**src/rtl/riscv_obi_rr_arbiter.sv**
```systemverilog
// riscv_obi_rr_arbiter: shares one OBI slave port between two OBI masters.
// The address phase is arbitrated round-robin. A request that is not yet granted
// locks its master. An in-order ID FIFO routes each response back to its issuer.
// Define OBI_ARB_FIXED_PRIO_EN to make unlocked ties always go to m0.
module riscv_obi_rr_arbiter #(
  parameter int unsigned ADDR_WIDTH      = 32,
  parameter int unsigned DATA_WIDTH      = 32,
  parameter int unsigned MAX_OUTSTANDING = 8
) (
  input  logic                                 clk_i,
  input  logic                                 rst_ni,
  input  logic                                 m0_req_i,
  input  logic [ADDR_WIDTH-1:0]                m0_addr_i,
  input  logic                                 m0_we_i,
  input  logic [DATA_WIDTH/8-1:0]              m0_be_i,
  input  logic [DATA_WIDTH-1:0]                m0_wdata_i,
  output logic                                 m0_gnt_o,
  output logic                                 m0_rvalid_o,
  output logic [DATA_WIDTH-1:0]                m0_rdata_o,
  input  logic                                 m1_req_i,
  input  logic [ADDR_WIDTH-1:0]                m1_addr_i,
  input  logic                                 m1_we_i,
  input  logic [DATA_WIDTH/8-1:0]              m1_be_i,
  input  logic [DATA_WIDTH-1:0]                m1_wdata_i,
  output logic                                 m1_gnt_o,
  output logic                                 m1_rvalid_o,
  output logic [DATA_WIDTH-1:0]                m1_rdata_o,
  output logic                                 s_req_o,
  output logic [ADDR_WIDTH-1:0]                s_addr_o,
  output logic                                 s_we_o,
  output logic [DATA_WIDTH/8-1:0]              s_be_o,
  output logic [DATA_WIDTH-1:0]                s_wdata_o,
  input  logic                                 s_gnt_i,
  input  logic                                 s_rvalid_i,
  input  logic [DATA_WIDTH-1:0]                s_rdata_i,
  output logic [$clog2(MAX_OUTSTANDING):0]     outstanding_o,
  output logic                                 err_o
);

  localparam int unsigned IdxW = $clog2(MAX_OUTSTANDING);
  localparam int unsigned PtrW = IdxW + 1;

  // One ID bit per slot: 0 = m0, 1 = m1.
  logic [MAX_OUTSTANDING-1:0] r_id_fifo;
  logic [PtrW-1:0]            r_wptr;
  logic [PtrW-1:0]            r_rptr;
  logic                       r_lock;
  logic                       r_lock_owner;
  logic                       r_err;
`ifndef OBI_ARB_FIXED_PRIO_EN
  logic                       r_last_grant;
`endif

  logic w_sel;
  logic w_sel_req;
  logic w_empty;
  logic w_full;
  logic w_hs;
  logic w_pop;
  logic w_head;

  assign w_empty = (r_wptr == r_rptr);
  assign w_full  = (r_wptr[PtrW-1] != r_rptr[PtrW-1]) &&
                   (r_wptr[IdxW-1:0] == r_rptr[IdxW-1:0]);

  // Pick the master that owns the address phase this cycle.
  always_comb begin
    w_sel = 1'b0;
    if (r_lock) begin
      w_sel = r_lock_owner;
    end else if (m0_req_i && !m1_req_i) begin
      w_sel = 1'b0;
    end else if (m1_req_i && !m0_req_i) begin
      w_sel = 1'b1;
    end else if (m0_req_i && m1_req_i) begin
`ifdef OBI_ARB_FIXED_PRIO_EN
      w_sel = 1'b0;
`else
      w_sel = ~r_last_grant;
`endif
    end
  end

  assign w_sel_req = w_sel ? m1_req_i : m0_req_i;
  assign s_req_o   = w_sel_req && !w_full;
  assign w_hs      = s_req_o && s_gnt_i;
  assign m0_gnt_o  = w_hs && !w_sel;
  assign m1_gnt_o  = w_hs && w_sel;

  // Address-phase mux; fields read as zero when no request goes out.
  always_comb begin
    s_addr_o  = '0;
    s_we_o    = 1'b0;
    s_be_o    = '0;
    s_wdata_o = '0;
    if (s_req_o) begin
      s_addr_o  = w_sel ? m1_addr_i  : m0_addr_i;
      s_we_o    = w_sel ? m1_we_i    : m0_we_i;
      s_be_o    = w_sel ? m1_be_i    : m0_be_i;
      s_wdata_o = w_sel ? m1_wdata_i : m0_wdata_i;
    end
  end

  assign w_pop  = s_rvalid_i && !w_empty;
  assign w_head = r_id_fifo[r_rptr[IdxW-1:0]];

  assign m0_rvalid_o   = w_pop && !w_head;
  assign m1_rvalid_o   = w_pop && w_head;
  assign m0_rdata_o    = m0_rvalid_o ? s_rdata_i : '0;
  assign m1_rdata_o    = m1_rvalid_o ? s_rdata_i : '0;
  assign outstanding_o = r_wptr - r_rptr;
  assign err_o         = r_err;

  // ID FIFO: push the granted master, pop on every slave response.
  always_ff @(posedge clk_i or negedge rst_ni) begin
    if (!rst_ni) begin
      r_id_fifo <= '0;
      r_wptr    <= '0;
      r_rptr    <= '0;
    end else begin
      if (w_hs) begin
        r_id_fifo[r_wptr[IdxW-1:0]] <= w_sel;
        r_wptr                      <= r_wptr + 1'b1;
      end
      if (w_pop) begin
        r_rptr <= r_rptr + 1'b1;
      end
    end
  end

  // Hold the selection while a request waits for grant so the address phase stays stable.
  always_ff @(posedge clk_i or negedge rst_ni) begin
    if (!rst_ni) begin
      r_lock       <= 1'b0;
      r_lock_owner <= 1'b0;
    end else if (w_hs) begin
      r_lock <= 1'b0;
    end else if (s_req_o) begin
      r_lock       <= 1'b1;
      r_lock_owner <= w_sel;
    end
  end

`ifndef OBI_ARB_FIXED_PRIO_EN
  // Remember the last winner so the next tie goes to the other master.
  always_ff @(posedge clk_i or negedge rst_ni) begin
    if (!rst_ni) begin
      r_last_grant <= 1'b1;
    end else if (w_hs) begin
      r_last_grant <= w_sel;
    end
  end
`endif

  // A response with nothing outstanding is a protocol error; sticky until reset.
  always_ff @(posedge clk_i or negedge rst_ni) begin
    if (!rst_ni) begin
      r_err <= 1'b0;
    end else if (s_rvalid_i && w_empty) begin
      r_err <= 1'b1;
    end
  end

endmodule

```
**config.mk**
```make
export PLATFORM = sky130hd
export DESIGN_NAME = riscv_obi_rr_arbiter
export DESIGN_NICKNAME = d
export VERILOG_FILES = /design/src/rtl/riscv_obi_rr_arbiter.sv
export SDC_FILE = /design/constraint.sdc
export NUM_CORES = 1
export LEC_CHECK = 0
export BUFFER_PORTS_ARGS = -buffer_cell sky130_fd_sc_hd__buf_2
export CELL_PAD_IN_SITES_DETAIL_PLACEMENT = 0
export CELL_PAD_IN_SITES_GLOBAL_PLACEMENT = 1
export CORE_ASPECT_RATIO = 0.5
export CORE_MARGIN = 1
export CORE_UTILIZATION = 19
export DETAILED_ROUTE_END_ITERATION = 10
export GPL_ROUTABILITY_DRIVEN = 0
export MAX_ROUTING_LAYER = met4
export PLACE_DENSITY = 0.9
export REMOVE_ABC_BUFFERS = 1
export SYNTH_ARGS = -nofsm -noshare
export SYNTH_HDL_FRONTEND = slang
export SYNTH_SLANG_ARGS = --single-unit
export TNS_END_PERCENT = 20
```
**constraint.sdc**
```tcl
create_clock -name clk_i -period 2.3 [get_ports clk_i]
set_clock_uncertainty 0.05 [all_clocks]
set_input_delay 0.345 -clock clk_i [delete_from_list [all_inputs] [get_ports clk_i]]
set_output_delay 0.345 -clock clk_i [all_outputs]
set_load 0.02 [all_outputs]
```
== Word-level counts from Yosys, hierarchy flattened ==
Cells that the tools add are included.

* Bits in registers: 20
* Output and inout bits: 143
* Word-level logic and storage cells: 61

* Add/subtract/negate cells: 3
* Order comparisons: 3
* Eq/ne operators: 3
* Mux-type cells: 22
* Bitwise operators: 2
* Reductions and logical operators: 21

{| class="wikitable"
|+ Operators by type and width
! cell !! number
|-
| two-way mux 32 bit || 6
|-
| logical AND 1 bit || 13
|-
| two-way mux 1 bit || 11
|-
| adder 4 x 1 -> 4 bit (second input constant) || 2
|-
| bitwise mux 8 bit || 1
|-
| less-than comparator 3 x 4 -> 1 bit (second input constant) || 2
|-
| two-way mux 4 bit || 2
|-
| zero test 1 bit || 6
|-
| equality test 4 bit || 1
|-
| subtractor 4 bit || 1
|-
| binary-select mux 1 bit (select 3 bit) || 1
|-
| demux 1 bit (select 3 bit) || 1
|-
| equality test 3 bit || 1
|-
| greater-or-equal comparator 3 x 1 -> 1 bit (second input constant) || 1
|-
| NOT 1 bit || 2
|-
| AND reduction 2 bit || 1
|-
| nonzero test 2 bit || 1
|-
| != test 1 bit || 1
|}

== Longest topological paths before layout ==
Gate-level depths: netlist of the first run.

* Depth after elaboration: 10
* Mapped depth: 8

== Worst setup path after synthesis of the first run ==
No wires, ideal clock.

* Path type: register -> output
* Start point: register r_rptr[1]
* End point: output port m0_rdata_o[23]
* Arrival time: 1,971 ps
* Data required time: 1,905 ps
* Setup slack: -66 ps
* Cell stages (with the launch flop): 9
* Cells stage by stage: dfrtp_1 inv_1 ha_1 and3_1 a21boi_0 buf_2 buf_2 nand2_1 nor2_1

* Longest elaborated chain between the ends: 5
* Elaborated cells between the ends (all ways): 8

{| class="wikitable"
|+ RTL lines
! what !! line !! source
|-
| start, declared || 46 || <nowiki>logic [PtrW-1:0] r_rptr;</nowiki>
|-
| start signal, assigned || 126 || <nowiki>r_rptr <= r_rptr + 1'b1;</nowiki>
|-
| binary-select mux 1 bit (select 3 bit) / equality test 4 bit (equally long branches) || 105, 62 ||
|-
| two-way mux 1 bit (implied by the code) / zero test 1 bit (equally long branches) || 105, 104 ||
|-
| zero test 1 bit / logical AND 1 bit (equally long branches) || 107, 104 ||
|-
| logical AND 1 bit (*) || 107 || <nowiki>assign m0_rvalid_o = w_pop && !w_head;</nowiki>
|-
| two-way mux 32 bit (*) || 109 || <nowiki>assign m0_rdata_o = m0_rvalid_o ? s_rdata_i : '0;</nowiki>
|-
| end, declared || 19 || <nowiki>output logic [DATA_WIDTH-1:0] m0_rdata_o,</nowiki>
|}

Every way passes the cells marked *; elsewhere a longest branch is shown, timed or not. The select of a mux whose other input is x is not followed.

== Worst setup path in the final report of the first run ==
* Start point: register r_wptr[1]
* End point: output port m0_rdata_o[0]

* Longest elaborated chain between the ends: 5

{| class="wikitable"
|+ RTL lines
! what !! line !! source
|-
| start, declared || 45 || <nowiki>logic [PtrW-1:0] r_wptr;</nowiki>
|-
| start signal, assigned || 123 || <nowiki>r_wptr <= r_wptr + 1'b1;</nowiki>
|-
| equality test 4 bit || 62 || <nowiki>assign w_empty = (r_wptr == r_rptr);</nowiki>
|-
| zero test 1 bit || 104 || <nowiki>assign w_pop = s_rvalid_i && !w_empty;</nowiki>
|-
| logical AND 1 bit || 104 ||
|-
| logical AND 1 bit || 107 ||
|-
| two-way mux 32 bit || 109 ||
|}

Every way passes these cells.

==> out/results.md, run 1 <==
| Stage | Quantity | Reported |
|:---|:---|:---|
| critical path | Critical path arrival | 2.00 ns |
| clock tree | Clock sink count | 20 |
| route | Met3 Routed Length | 904 microns |
| clock tree | Clock latency on the worst-skew pair | 0.26 ns |
| timing | Period Utilization, post-route | 104% |
| yosys | Async SR Flop Fraction | 100% |
| layout | Total inserted antenna cells | 0 |
| route | Met2 wirelength from detailed routing | 6.88 mm |
| yosys | Multiplexer share of the synthesized area | 6.87% |
| placed design | HPWL Detailed | 9.18 mm |
| layout | Area Growth Syn to Fin | 121% |
| timing | Final Critical Period | 2.39 ns |
| die | Die outline area | 13700 sq um |
| route | Number of vias after detailed routing | 4315 |
| clock tree | Number of buffers created by CTS | 3 |
| yosys | Number of storage elements in the synthesis netlist | 20 |
| grt | Via count of the first global-routing pass | 3638 |
| power | Post-route total power | 9.63 mW |
| outcome | Status | finished, violations left |
| clock tree | CTS Root Buffer Type | clkbuf_16 |
| layout | Post-route core utilization | 43.5% |
| power | Switching share of total power | 53.1% |
| timing | Final Max Slew Viols | 0 |
| yosys | Post-synth EDFFs | 0 |
| critical path | Max Fanout on Critical Path | 8 |
| power | Static Leak | 3.02 nW |
| layout | Final design area excluding fillers | 5560 sq um |
| critical path | Crit Path Class | flop to output port |
| die | Die span in y | 83.3 microns |
| yosys | Fraction of the mapped netlist area in simple logic gates | 41.6% |
| yosys | Largest family of logic cells by synthesized area | simple AND/OR/NAND/NOR gates |
| yosys | Number of instances in the synthesized netlist | 437 |
| yosys | Total standard cell area after synthesis | 2510 sq um |
| timing | Final Hold Vio Count | 19 |
| power | Part of the total power dissipated in combinational logic | 88.7% |
| yosys | Leading area contributor after synthesis | nand2_1 |
| route | Wire length per cell after detailed routing | 15.1 microns |
| route | Remaining DRCs | 0 |
| route | Met1 Routed Length | 6.24 mm |
| min path | Type of the most critical hold path | primary input to asynchronous set/reset pin |
| timing | Final setup violation count | 116 |
| timing | Setup repair after global routing missed its margin | true |
| die | Starting utilization of the core area | 19.7% |
| timing | Setup slack of the critical path after layout | -0.0914 ns |
| critical path | Worst r2r src | r_rptr[0] |
| route | Uppermost routed layer | met4 |
| run | Max-cap violations | 0 |
| power | Power density relative to cell area | 1730 nW/um^2 |
| die | Core region area | 12800 sq um |
| critical path | Critical path required time | 1.90 ns |
| yosys | Commonest cells post-synth | 177 x nand2_1, 70 x a21oi_1, 68 x nor2_1, 26 x clkbuf_1, 19 x dfrtp_1 |
| placed design | Port Buffer Count | 318 |
| critical path | Critical register-to-register path endpoint | r_id_fifo[7] |
| yosys | Share of Yosys cell area claimed by the top area cell type | 26.4% |
| route | Initial DRT Pass Iterations | 5 |
| timing | Maximum clock frequency | 0.418 GHz |
| route | DRT Wirelength | 14.2 mm |
| layout | Net count reported at finish | 952 |
| clock tree | Maximum clock insertion buffer count | 2 |
| layout | Fraction of layout cells with a size suffix above 1 | 57.3% |
| placed design | Placed Instance Area | 4410 sq um |
| grt | Initial antenna violation count | 0 |
| critical path | Flop-to-flop setup slack | 0.32 ns |
| die | IO Count | 319 |
| power | Maximum vdd drop | 996 uV |
| power | Clock Power Share | 4.2% |
| grt | Wire length of the first global-routing pass | 18.3 mm |
| clock tree | Clock tree from TritonCTS | done |
| grt | Total routing usage reported by global routing | 17.1% |
| clock tree | H-Tree Level Count | 1 |
| timing | Headroom to the max-slew limit | 69.1% |
| route | Iter 0 DRT Violations | 227 |
| outcome | Violations in the final reports | hold timing, setup timing |
| timing | Transition time at the pin with the least slew margin | 0.464 ns |
| timing | Worst slack on hold paths | -0.0190 ns |
| grt | Pin count of the biggest net entering global routing | 66 |
| critical path | Type of destination of the critical path | output port |
| power | NetSw | 5.11 mW |
| yosys | Mean cell area of the mapped netlist | 5.75 sq um |
| die | Num rows | 29 |
| yosys | Adder-Cell Fraction of Synth Area | 3.29% |
| yosys | Post-synth cell types | 35 |
| route | ANT nets after route | 0 |
| yosys | Fraction of the mapped netlist area in compound gates | 17.5% |
| yosys | Portion of the post-synthesis area used by sequential elements | 20.0% |
| power | Sequential share of power | 7.1% |
| power | Cell Int Power | 4.52 mW |
| yosys | Most common cell in the synthesized netlist | nand2_1 |
| grt | Total overflow reported by the global router | 0 |
| critical path | Depth of the worst register-to-register path | 7 |
| yosys | Post-Synth XOR/XNOR Area | 3.43% |
| yosys | Predominant post-synthesis flop cell | dfrtp_1 |
| clock tree | Clock slew at reported path FFs | 0.06 ns |
| route | Avg Vias per Cell | 4.60 |
| yosys | Top area cells in the synthesized netlist | nand2_1 26%, dfrtp_1 19%, a21oi_1 14%, nor2_1 10%, mux2_2 4.0% |
| yosys | Number of warnings issued by yosys | 0 |
| critical path | Critical Path Source Type | flop |
| die | Width of the die | 165 microns |
-- cell families after synthesis --
family	count (synthesis)
AOI/OAI and AO/OA	80
xor gates and xnor gates	9
adders and majority gates	6
buffers and inverters	45
DFF	20
muxes	13
and+or+nand+nor	264
-- how the worst max path moves through the flow --
| stage | start | to | slack, ns | cells after the start |
|---|---|---|---|---|
| after floorplan | r_last_grant | s_addr_o[0] | -1.86 | 4 |
| after global routing | r_rptr[0] | m1_rdata_o[0] | -0.17 | 8 |
| after detailed placement | r_rptr[0] | m1_rdata_o[18] | 0.07 | 7 |
| after CTS | r_rptr[0] | m0_rvalid_o | -0.07 | 6 |
| after global placement | r_rptr[0] | m1_rdata_o[18] | 0.1 | 7 |
| final | r_wptr[1] | m0_rdata_o[0] | -0.09 | 8 |
-- flip-flops by register name, indices dropped and copies added (netlist names) --
register and cells:
err_o 1, r_id_fifo 8, r_last_grant 1, r_lock 1
r_lock_owner 1, r_rptr 4, r_wptr 4
-- worst max-delay path, stage by stage, from the launching register on --
cell and delay, ns:
dfrtp_1 0.43, ha_4 0.29, and3_4 0.18, a21boi_4 0.22
buf_6 0.13, buf_12 0.14, nand2_1 0.08, nor2_1 0.11
buf_4 0.15
-- per-layer routing --
layer | track usage [%] | up-vias
met1 | 23.2 | 2021
met3 | 1.10 | 21
met2 | 28.2 | 196
met4 | 2.92 | 0
li1 | - | 2077
met5 | - | -
-- cell type report --
| cell class | count | area [sq um] |
|---|---|---|
| Fill cell | 1268 | 7220 |
| Clock buffer | 4 | 88.8 |
| Tap cell | 170 | 213 |
| Inverter | 9 | 36.3 |
| Multi-Input combinational cell | 372 | 2150 |
| Timing Repair Buffer | 364 | 2560 |
| Sequential cell | 20 | 504 |
-- per-stage QoR --
stage	hold WS [ns]	std cells	setup slack [ns]	setup TNS, ns
after floorplan	-0.000591	401	-1.86	-258.57
after global placement	0.269	905	0.0965	0
after detailed placement	0.271	905	0.0702	0
after CTS	0.00275	920	-0.0675	-2.26
after global routing	0.0258	939	-0.165	-13.73
final	-0.0190	939	-0.0914	-3.53
-- what timing repair did --
| action | 4_1_cts | 5_1_grt |
|---|---|---|
| endpoints found under the setup margin | 131 | 137 |
| resized for setup | 70 | 106 |
| cloned | 4 | 9 |
| setup buffers | 7 | 11 |
| hold buffers | 0 | 0 |
| pin swaps | 1 | 18 |
-- power by group through the flow --
stage               Sequential (mW)  Combinational (mW)  Clock, mW
detailed placement            0.652                6.16          0
CTS                           0.680                7.07      0.402
global route                  0.704                9.06      0.422
floorplan                     0.670                3.79          0
global placement              0.644                6.11          0
finish                        0.685                8.54      0.400
-- cell usage in the layout (no fill, tap or decap), types with 2 or more instances in the layout --
| cell | count |
|---|---|
| a21oi_1 | 56 |
| a21oi_2 | 13 |
| and2_1 | 2 |
| and2_4 | 2 |
| and4_1 | 2 |
| buf_12 | 13 |
| buf_16 | 2 |
| buf_2 | 243 |
| buf_4 | 75 |
| buf_6 | 22 |
| clkbuf_16 | 10 |
| dfrtp_1 | 17 |
| dfrtp_2 | 2 |
| ha_1 | 2 |
| ha_4 | 3 |
| inv_1 | 5 |
| inv_2 | 3 |
| mux2_2 | 9 |
| mux4_2 | 2 |
| nand2_1 | 164 |
| nand2_2 | 7 |
| nand2_4 | 4 |
| nand2_8 | 2 |
| nand4_1 | 6 |
| nor2_1 | 56 |
| nor2_2 | 3 |
| nor2_4 | 9 |
| nor2b_1 | 2 |
| o21ai_0 | 2 |
| xnor2_1 | 7 |
Power figures use the tool's default switching activity.
==> run 2, diff against run 1 <==
--- a/config.mk
+++ b/config.mk
@@ -10,11 +10,11 @@
 export CELL_PAD_IN_SITES_GLOBAL_PLACEMENT = 1
 export CORE_ASPECT_RATIO = 0.5
 export CORE_MARGIN = 1
-export CORE_UTILIZATION = 19
+export CORE_UTILIZATION = 20
 export DETAILED_ROUTE_END_ITERATION = 10
 export GPL_ROUTABILITY_DRIVEN = 0
 export MAX_ROUTING_LAYER = met4
-export PLACE_DENSITY = 0.9
+export PLACE_DENSITY = 0.94
 export REMOVE_ABC_BUFFERS = 1
 export SYNTH_ARGS = -nofsm -noshare
 export SYNTH_HDL_FRONTEND = slang
==> constraint.sdc (replaced) <==
create_clock -name clk_i -period 2.8 [get_ports clk_i]
set_clock_uncertainty 0.05 [all_clocks]
set_input_delay 0.42 -clock clk_i [delete_from_list [all_inputs] [get_ports clk_i]]
set_output_delay 0.42 -clock clk_i [all_outputs]
set_load 0.02 [all_outputs]
==> run 2 against run 1 <==
Against the previous run: the run now ends clean; critical path depth stayed put; sequential cell count unchanged; core utilization decreased by 6.9 points; hold slack better by 0.076 ns; register-to-register slack improved by 0.36 ns; final cell count shrank 4.6%; sequential share of layout area grew 2.3 points; clock power down 2%; non-clock buffer count shrank 38; routed wire length is 18% lower; worst setup slack improved by 0.25 ns; count of clock-buffer cells in the layout is 1 lower; largest cell class is now multi-input combinational cells; largest power group unchanged; highest routed layer unchanged.
==> out/results.md, run 2 (synthesized netlist as in run 1, its figures left out) <==
| Stage | Quantity | Reported | vs previous |
|:---|:---|:---|:---|
| layout | Fraction of layout cells with a size suffix above 1 | 48.2% | was 57.3% |
| grt | Wire length of the first global-routing pass | 16.6 mm | was 18.3 mm |
| die | Width of the die | 161 microns | was 165 microns |
| route | Wire length per cell after detailed routing | 12.9 microns | was 15.1 microns |
| timing | Setup repair after global routing missed its margin | false | was true |
| timing | Headroom to the max-slew limit | 70.0% | was 69.1% |
| critical path | Critical path required time | 2.33 ns | was 1.90 ns |
| clock tree | CTS Root Buffer Type | clkbuf_16 | unchanged |
| min path | Type of the most critical hold path | primary input to asynchronous set/reset pin | unchanged |
| power | Maximum vdd drop | 504 uV | was 996 uV |
| layout | Net count reported at finish | 914 | was 952 |
| die | Core region area | 12000 sq um | was 12800 sq um |
| placed design | HPWL Detailed | 9.42 mm | was 9.18 mm |
| clock tree | Cells resized by post-CTS repair | 0 | was 70 |
| grt | Via count of the first global-routing pass | 3192 | was 3638 |
| timing | Final setup violation count | 0 | was 116 |
| route | Avg Vias per Cell | 4.34 | was 4.60 |
| die | Num rows | 28 | was 29 |
| grt | Total overflow reported by the global router | 0 | unchanged |
| grt | Pin count of the biggest net entering global routing | 80 | was 66 |
| timing | Period Utilization, post-route | 94.5% |  |
| power | Static Leak | 2.63 nW | was 3.02 nW |
| critical path | Depth of the worst register-to-register path | 7 | unchanged |
| layout | Most common cell after layout, fill and taps aside | buf_2 | unchanged |
| clock tree | Clock slew at reported path FFs | 0.06 ns | about the same |
| timing | Final Hold Vio Count | 0 | was 19 |
| clock tree | Number of buffers created by CTS | 3 | unchanged |
| route | ANT nets after route | 0 | unchanged |
| timing | Final Max Slew Viols | 0 | unchanged |
| die | Die outline area | 13000 sq um | was 13700 sq um |
| critical path | Max Fanout on Critical Path | 39 | was 8 |
| critical path | Critical Path Source Type | flop | unchanged |
| layout | Area Growth Syn to Fin | 74.9% | was 121% |
| clock tree | Number of buffers added for setup after CTS | 0 | was 7 |
| clock tree | Maximum clock insertion buffer count | 2 | unchanged |
| critical path | Crit Path Class | flop to output port | unchanged |
| layout | Area of all sequential standard cells | 502 sq um | was 504 sq um |
| critical path | Critical path arrival | 2.18 ns | was 2.00 ns |
| grt | Total routing usage reported by global routing | 16.1% | was 17.1% |
| route | Initial DRT Pass Iterations | 4 | was 5 |
| layout | Area of combinational cells with multiple inputs | 1850 sq um | was 2150 sq um |
| critical path | Worst r2r src | r_rptr[1] | was r_rptr[0] |
| route | Iter 0 DRT Violations | 214 | was 227 |
| timing | Final Critical Period | 2.65 ns |  |
| critical path | Type of destination of the critical path | output port | unchanged |
| placed design | Placed Instance Area | 4290 sq um | was 4410 sq um |
| clock tree | Clock tree from TritonCTS | done | unchanged |
| layout | Top Registers | r_id_fifo (8), r_rptr (4), r_wptr (4) | unchanged |
| clock tree | Clock latency on the worst-skew pair | 0.25 ns | was 0.26 ns |
| run | Max-cap violations | 0 | unchanged |
| critical path | Flop-to-flop setup slack | 0.68 ns | was 0.32 ns |
| power | Power density relative to cell area | 1300 nW/um^2 | was 1730 nW/um^2 |
| clock tree | H-Tree Level Count | 1 | unchanged |
| layout | Register name with the most flops | r_id_fifo | unchanged |
| die | IO Count | 319 | unchanged |
| route | DRT Wirelength | 11.6 mm | was 14.2 mm |
| layout | Max FFs per register | 8 | unchanged |
| die | Starting utilization of the core area | 20.9% | was 19.7% |
| grt | Initial antenna violation count | 0 | unchanged |
| outcome | Status | complete, no violations | was finished, violations left |
| placed design | Total instance count after detailed placement | 892 | was 905 |
| layout | Fill count | 1331 | was 1268 |
| clock tree | Hold-fix buffers at CTS | 0 | unchanged |
| route | Remaining DRCs | 0 | unchanged |
| critical path | Critical register-to-register path endpoint | r_wptr[1] | was r_id_fifo[7] |
| clock tree | Clock sink count | 20 | unchanged |
| layout | Most frequent cells in the layout | 318 x buf_2, 177 x nand2_1, 70 x a21oi_1 | was 243 x buf_2, 164 x nand2_1, 75 x buf_4 |
| die | Die span in y | 81.3 microns | was 83.3 microns |
| timing | Maximum clock frequency | 0.378 GHz |  |
| layout | Final design area excluding fillers | 4400 sq um | was 5560 sq um |
| placed design | Port Buffer Count | 318 | unchanged |
| layout | Total inserted antenna cells | 0 | unchanged |
| route | Number of vias after detailed routing | 3891 | was 4315 |
| timing | Transition time at the pin with the least slew margin | 0.450 ns | was 0.464 ns |
| layout | Layout Cells excl Fill | 896 | was 939 |
==> run 2: cell count changes in the layout (fill, tap and decap cells not counted), moves of 12 or more <==
cell / delta
buf_2: +75
nand2_1: +13
buf_4: -71
a21oi_1: +14
a21oi_2: -13
nor2_1: +12
buf_6: -22
==> run 2: per-stage QoR <==
step	power, mW	TNS [ns]	utilization, %	hold slack [ns]	setup WS (ns)
after floorplan	3.67	-194.91	-	0.0744	-1.49
after global placement	5.28	0	35.7	0.342	0.420
after detailed placement	5.34	0	35.7	0.347	0.403
after CTS	5.74	0	36.6	0.0763	0.131
after global routing	6.18	0	36.6	0.0959	0.00380
final	5.71	0	36.6	0.0569	0.154
==> run 2: worst max path at each step <==
stage          slack (ns)      start              to  cells past startpoint
6_report             0.15  r_rptr[1]  m1_rdata_o[15]                      8
4_1_cts              0.13  r_rptr[1]  m1_rdata_o[15]                      8
3_5_place_dp         0.40  r_rptr[1]  m1_rdata_o[15]                      8
5_1_grt             0.004  r_wptr[0]  m1_rdata_o[15]                      8
2_1_floorplan       -1.49   m1_req_i     s_addr_o[0]                      3
3_3_place_gp         0.42  r_wptr[0]  m1_rdata_o[15]                      8
==> run 2: power by group <==
part / switching [mW] / leakage (nW) / internal (mW)
Sequential: 0.154 / 0.243 / 0.432
Clock: 0.108 / 0.0511 / 0.284
Combinational: 3.14 / 2.34 / 1.59
Total: 3.40 / 2.63 / 2.31
==> run 2: area by class of cell <==
class | instances | area share, %
clock buffers | 3 | 1.71
repair buffers | 326 | 38.7
multi-input cells | 372 | 42.0
well taps | 165 | 4.70
clock inverters | 1 | 0.683
flip-flops and latches | 20 | 11.4
inverters | 9 | 0.769
==> run 2: routing by layer <==
metal  wire length, microns  global-route usage [%]  up-vias
met1                   5170                    20.7     1759
met3                    521                    1.23        2
li1                       -                       -     1994
met5                      0                       -        -
met2                   5870                    29.1      136
met4                     27                    1.14        0
==> run 2: worst max-delay path: stages (launching register included) <==
cell      delay, ns
dfrtp_1        0.47
inv_1          0.09
ha_1           0.31
and3_1         0.20
a21boi_2       0.19
buf_12         0.21
nand2_1        0.10
nor2_1         0.15
buf_2          0.19
==> run 3, diff against run 2 <==
--- a/config.mk
+++ b/config.mk
@@ -11,10 +11,11 @@
 export CORE_ASPECT_RATIO = 0.5
 export CORE_MARGIN = 1
 export CORE_UTILIZATION = 20
+export CTS_BUF_LIST = sky130_fd_sc_hd__clkbuf_16
 export DETAILED_ROUTE_END_ITERATION = 10
 export GPL_ROUTABILITY_DRIVEN = 0
 export MAX_ROUTING_LAYER = met4
-export PLACE_DENSITY = 0.94
+export PLACE_DENSITY_LB_ADDON = 0.1
 export REMOVE_ABC_BUFFERS = 1
 export SYNTH_ARGS = -nofsm -noshare
 export SYNTH_HDL_FRONTEND = slang
==> run 3 against run 2 <==
Against the previous run: final area increased by 0.31%; global-route usage increased by 1.1 points; non-clock buffer count increased by 1; final cell count up 0.33%; routed wire length up 4.5%; largest power group unchanged; critical endpoint is now m1_rdata_o[25]; sequential share of layout area barely moved; sequential cell count stayed put.
==> out/results.md, run 3 (synthesized netlist as in run 1, its figures left out) <==
| Stage | Quantity | Reported | vs previous |
|:---|:---|:---|:---|
| outcome | Status | complete, no violations | unchanged |
| grt | Global routing met2 resource utilization | 31.6% | was 29.1% |
| timing | Final Critical Period | 2.66 ns | was 2.65 ns |
| layout | Fraction of layout cells with a size suffix above 1 | 48.8% | was 48.2% |
| placed design | Port Buffer Count | 318 | unchanged |
| power | Maximum vdd drop | 514 uV | was 504 uV |
| route | ANT nets after route | 0 | unchanged |
| critical path | Critical path required time | 2.33 ns | about the same |
| power | Clock Power Share | 6.9% | about the same |
| layout | Area of combinational cells with multiple inputs | 1860 sq um | was 1850 sq um |
| timing | Setup repair after global routing missed its margin | false | unchanged |
| grt | Initial antenna violation count | 2 | was 0 |
| grt | Total routing usage reported by global routing | 17.2% | was 16.1% |
| power | Static Leak | 2.64 nW | was 2.63 nW |
| layout | Area Growth Syn to Fin | 75.4% | was 74.9% |
| critical path | Critical path arrival | 2.19 ns | was 2.18 ns |
| grt | Total overflow reported by the global router | 0 | unchanged |
| timing | Final Max Slew Viols | 0 | unchanged |
| die | Width of the die | 161 microns | unchanged |
| timing | Setup TNS after final layout | 0 ns | unchanged |
| power | Part of the total power dissipated in combinational logic | 83.0% | was 82.9% |
| grt | Layer with the highest usage | met2 | unchanged |
| die | Die span in y | 81.3 microns | unchanged |
| critical path | Crit Path Class | flop to output port | unchanged |
| layout | Fill count | 1385 | was 1331 |
| power | Switching share of total power | 60.0% | was 59.6% |
| critical path | Critical register-to-register path endpoint | r_wptr[1] | unchanged |
| power | NetSw | 3.48 mW | was 3.40 mW |
| critical path | Type of destination of the critical path | output port | unchanged |
| power | Cell Int Power | 2.32 mW | was 2.31 mW |
| power | Power density relative to cell area | 1320 nW/um^2 | was 1300 nW/um^2 |
| route | Remaining DRCs | 0 | unchanged |
| timing | Maximum clock frequency | 0.376 GHz | was 0.378 GHz |
| route | Iter 0 DRT Violations | 260 | was 214 |
| grt | Via count of the first global-routing pass | 3393 | was 3192 |
| grt | Wire length of the first global-routing pass | 17.7 mm | was 16.6 mm |
| layout | Register name with the most flops | r_id_fifo | unchanged |
| critical path | Max Fanout on Critical Path | 39 | unchanged |
| critical path | Worst r2r src | r_wptr[2] | was r_rptr[1] |
| power | Sequential share of power | 10.1% | was 10.3% |
| layout | Post-route core utilization | 36.7% | was 36.6% |
| route | Initial DRT Pass Iterations | 4 | unchanged |
| layout | Area of all sequential standard cells | 505 sq um | was 502 sq um |
| layout | Max FFs per register | 8 | unchanged |
| layout | Most common cell after layout, fill and taps aside | buf_2 | unchanged |
| grt | Met3 demand-to-capacity share in global routing | 2.50% | was 1.23% |
| route | Number of vias after detailed routing | 3866 | was 3891 |
| run | Max-cap violations | 0 | unchanged |
| clock tree | Number of buffers created by CTS | 3 | unchanged |
| die | Num rows | 28 | unchanged |
| clock tree | H-Tree Level Count | 1 | unchanged |
| route | Wire length per cell after detailed routing | 13.5 microns | was 12.9 microns |
| critical path | Critical Path Source Type | flop | unchanged |
| layout | Net count reported at finish | 915 | was 914 |
| critical path | Depth of the worst register-to-register path | 6 | was 7 |
| die | Starting utilization of the core area | 20.9% | unchanged |
| route | DRT Wirelength | 12.1 mm | was 11.6 mm |
| clock tree | Clock latency on the worst-skew pair | 0.25 ns | about the same |
| timing | Headroom to the max-slew limit | 67.2% | was 70.0% |
| die | Core region area | 12000 sq um | unchanged |
| layout | Top Registers | r_id_fifo (8), r_rptr (4), r_wptr (4) | unchanged |
| timing | Final Hold Vio Count | 0 | unchanged |
| clock tree | Hold-fix buffers at CTS | 0 | unchanged |
| timing | Worst slack on hold paths | 0.0598 ns | was 0.0569 ns |
| timing | Final setup violation count | 0 | unchanged |
| clock tree | Clock sink count | 20 | unchanged |
| clock tree | Maximum clock insertion buffer count | 2 | unchanged |
| die | IO Count | 319 | unchanged |
| layout | Most frequent cells in the layout | 318 x buf_2, 177 x nand2_1, 70 x a21oi_1 | unchanged |
| placed design | HPWL Detailed | 9.55 mm | was 9.42 mm |
| timing | Period Utilization, post-route | 95.0% | was 94.5% |
| clock tree | CTS Root Buffer Type | clkbuf_16 | unchanged |
| min path | Type of the most critical hold path | primary input to asynchronous set/reset pin | unchanged |
| grt | Pin count of the biggest net entering global routing | 45 | was 80 |
| critical path | Flop-to-flop setup slack | 0.68 ns | about the same |
| clock tree | Clock tree from TritonCTS | done | unchanged |
| die | Die outline area | 13000 sq um | unchanged |
| timing | Transition time at the pin with the least slew margin | 0.493 ns | was 0.450 ns |
| route | Avg Vias per Cell | 4.30 | was 4.34 |
| clock tree | Clock slew at reported path FFs | 0.06 ns | about the same |
| grt | Met1 capacity usage during global routing | 20.5% | was 20.7% |
## run 3: metal layers
metal	up-vias	wire (microns)	share of wire [%]
li1	1993	-	-
met1	1715	4980	41
met2	150	6210	51
met3	8	817	6.7
met4	0	102	0.84
met5	-	0	0
## run 3: timing repair
action / in CTS / in global routing
setup buffers: 0 / 0
gates resized for setup: 0 / 4
endpoints found under the hold margin: 0 / 0
endpoints found under the setup margin: 0 / 52
## run 3: worst max-delay path by stage
stage,start,endpoint,slack (ns),cells past startpoint
2_1_floorplan,m1_req_i,s_addr_o[0],-1.49,3
3_3_place_gp,r_rptr[1],m0_rdata_o[7],0.34,8
3_5_place_dp,r_rptr[1],m0_rdata_o[7],0.32,8
4_1_cts,r_rptr[1],m0_rdata_o[7],0.04,8
5_1_grt,r_rptr[2],s_addr_o[29],0.01,7
6_report,r_wptr[2],m1_rdata_o[25],0.14,7
## run 3: worst max-delay path, cell delays in order, from the launching register on
cell	delay (ns)
dfrtp_1	0.45
ha_1	0.38
and3_1	0.24
a21boi_4	0.18
buf_12	0.21
nand2_1	0.09
nor2_1	0.17
buf_2	0.20
## run 3: power groups by stage
stage | combinational, mW | clock, mW | sequential (mW)
after global placement | 4.89 | 0 | 0.585
after CTS | 4.89 | 0.404 | 0.585
after detailed placement | 4.87 | 0 | 0.589
after floorplan | 3.12 | 0 | 0.550
after global routing | 5.26 | 0.421 | 0.614
final | 4.81 | 0.400 | 0.589
## run 3: layout make-up
type / count / share of cell area (%)
Antenna cell: 2 / 0.114
Clock buffer: 3 / 1.70
Clock inverter: 1 / 0.681
Inverter: 9 / 0.766
Multi-Input combinational cell: 372 / 42.1
Sequential cell: 20 / 11.5
Tap cell: 165 / 4.68
Timing Repair Buffer: 327 / 38.5
## run 3: metrics by stage
step | std cells | area, sq um | worst slack (ns) | power [mW]
CTS | 897 | 4400 | 0.0388 | 5.88
finish | 899 | 4410 | 0.139 | 5.80
floorplan | 401 | 2360 | -1.49 | 3.67
detailed placement | 893 | 4290 | 0.322 | 5.46
global route | 899 | 4410 | 0.0105 | 6.30
global placement | 893 | 4290 | 0.344 | 5.48
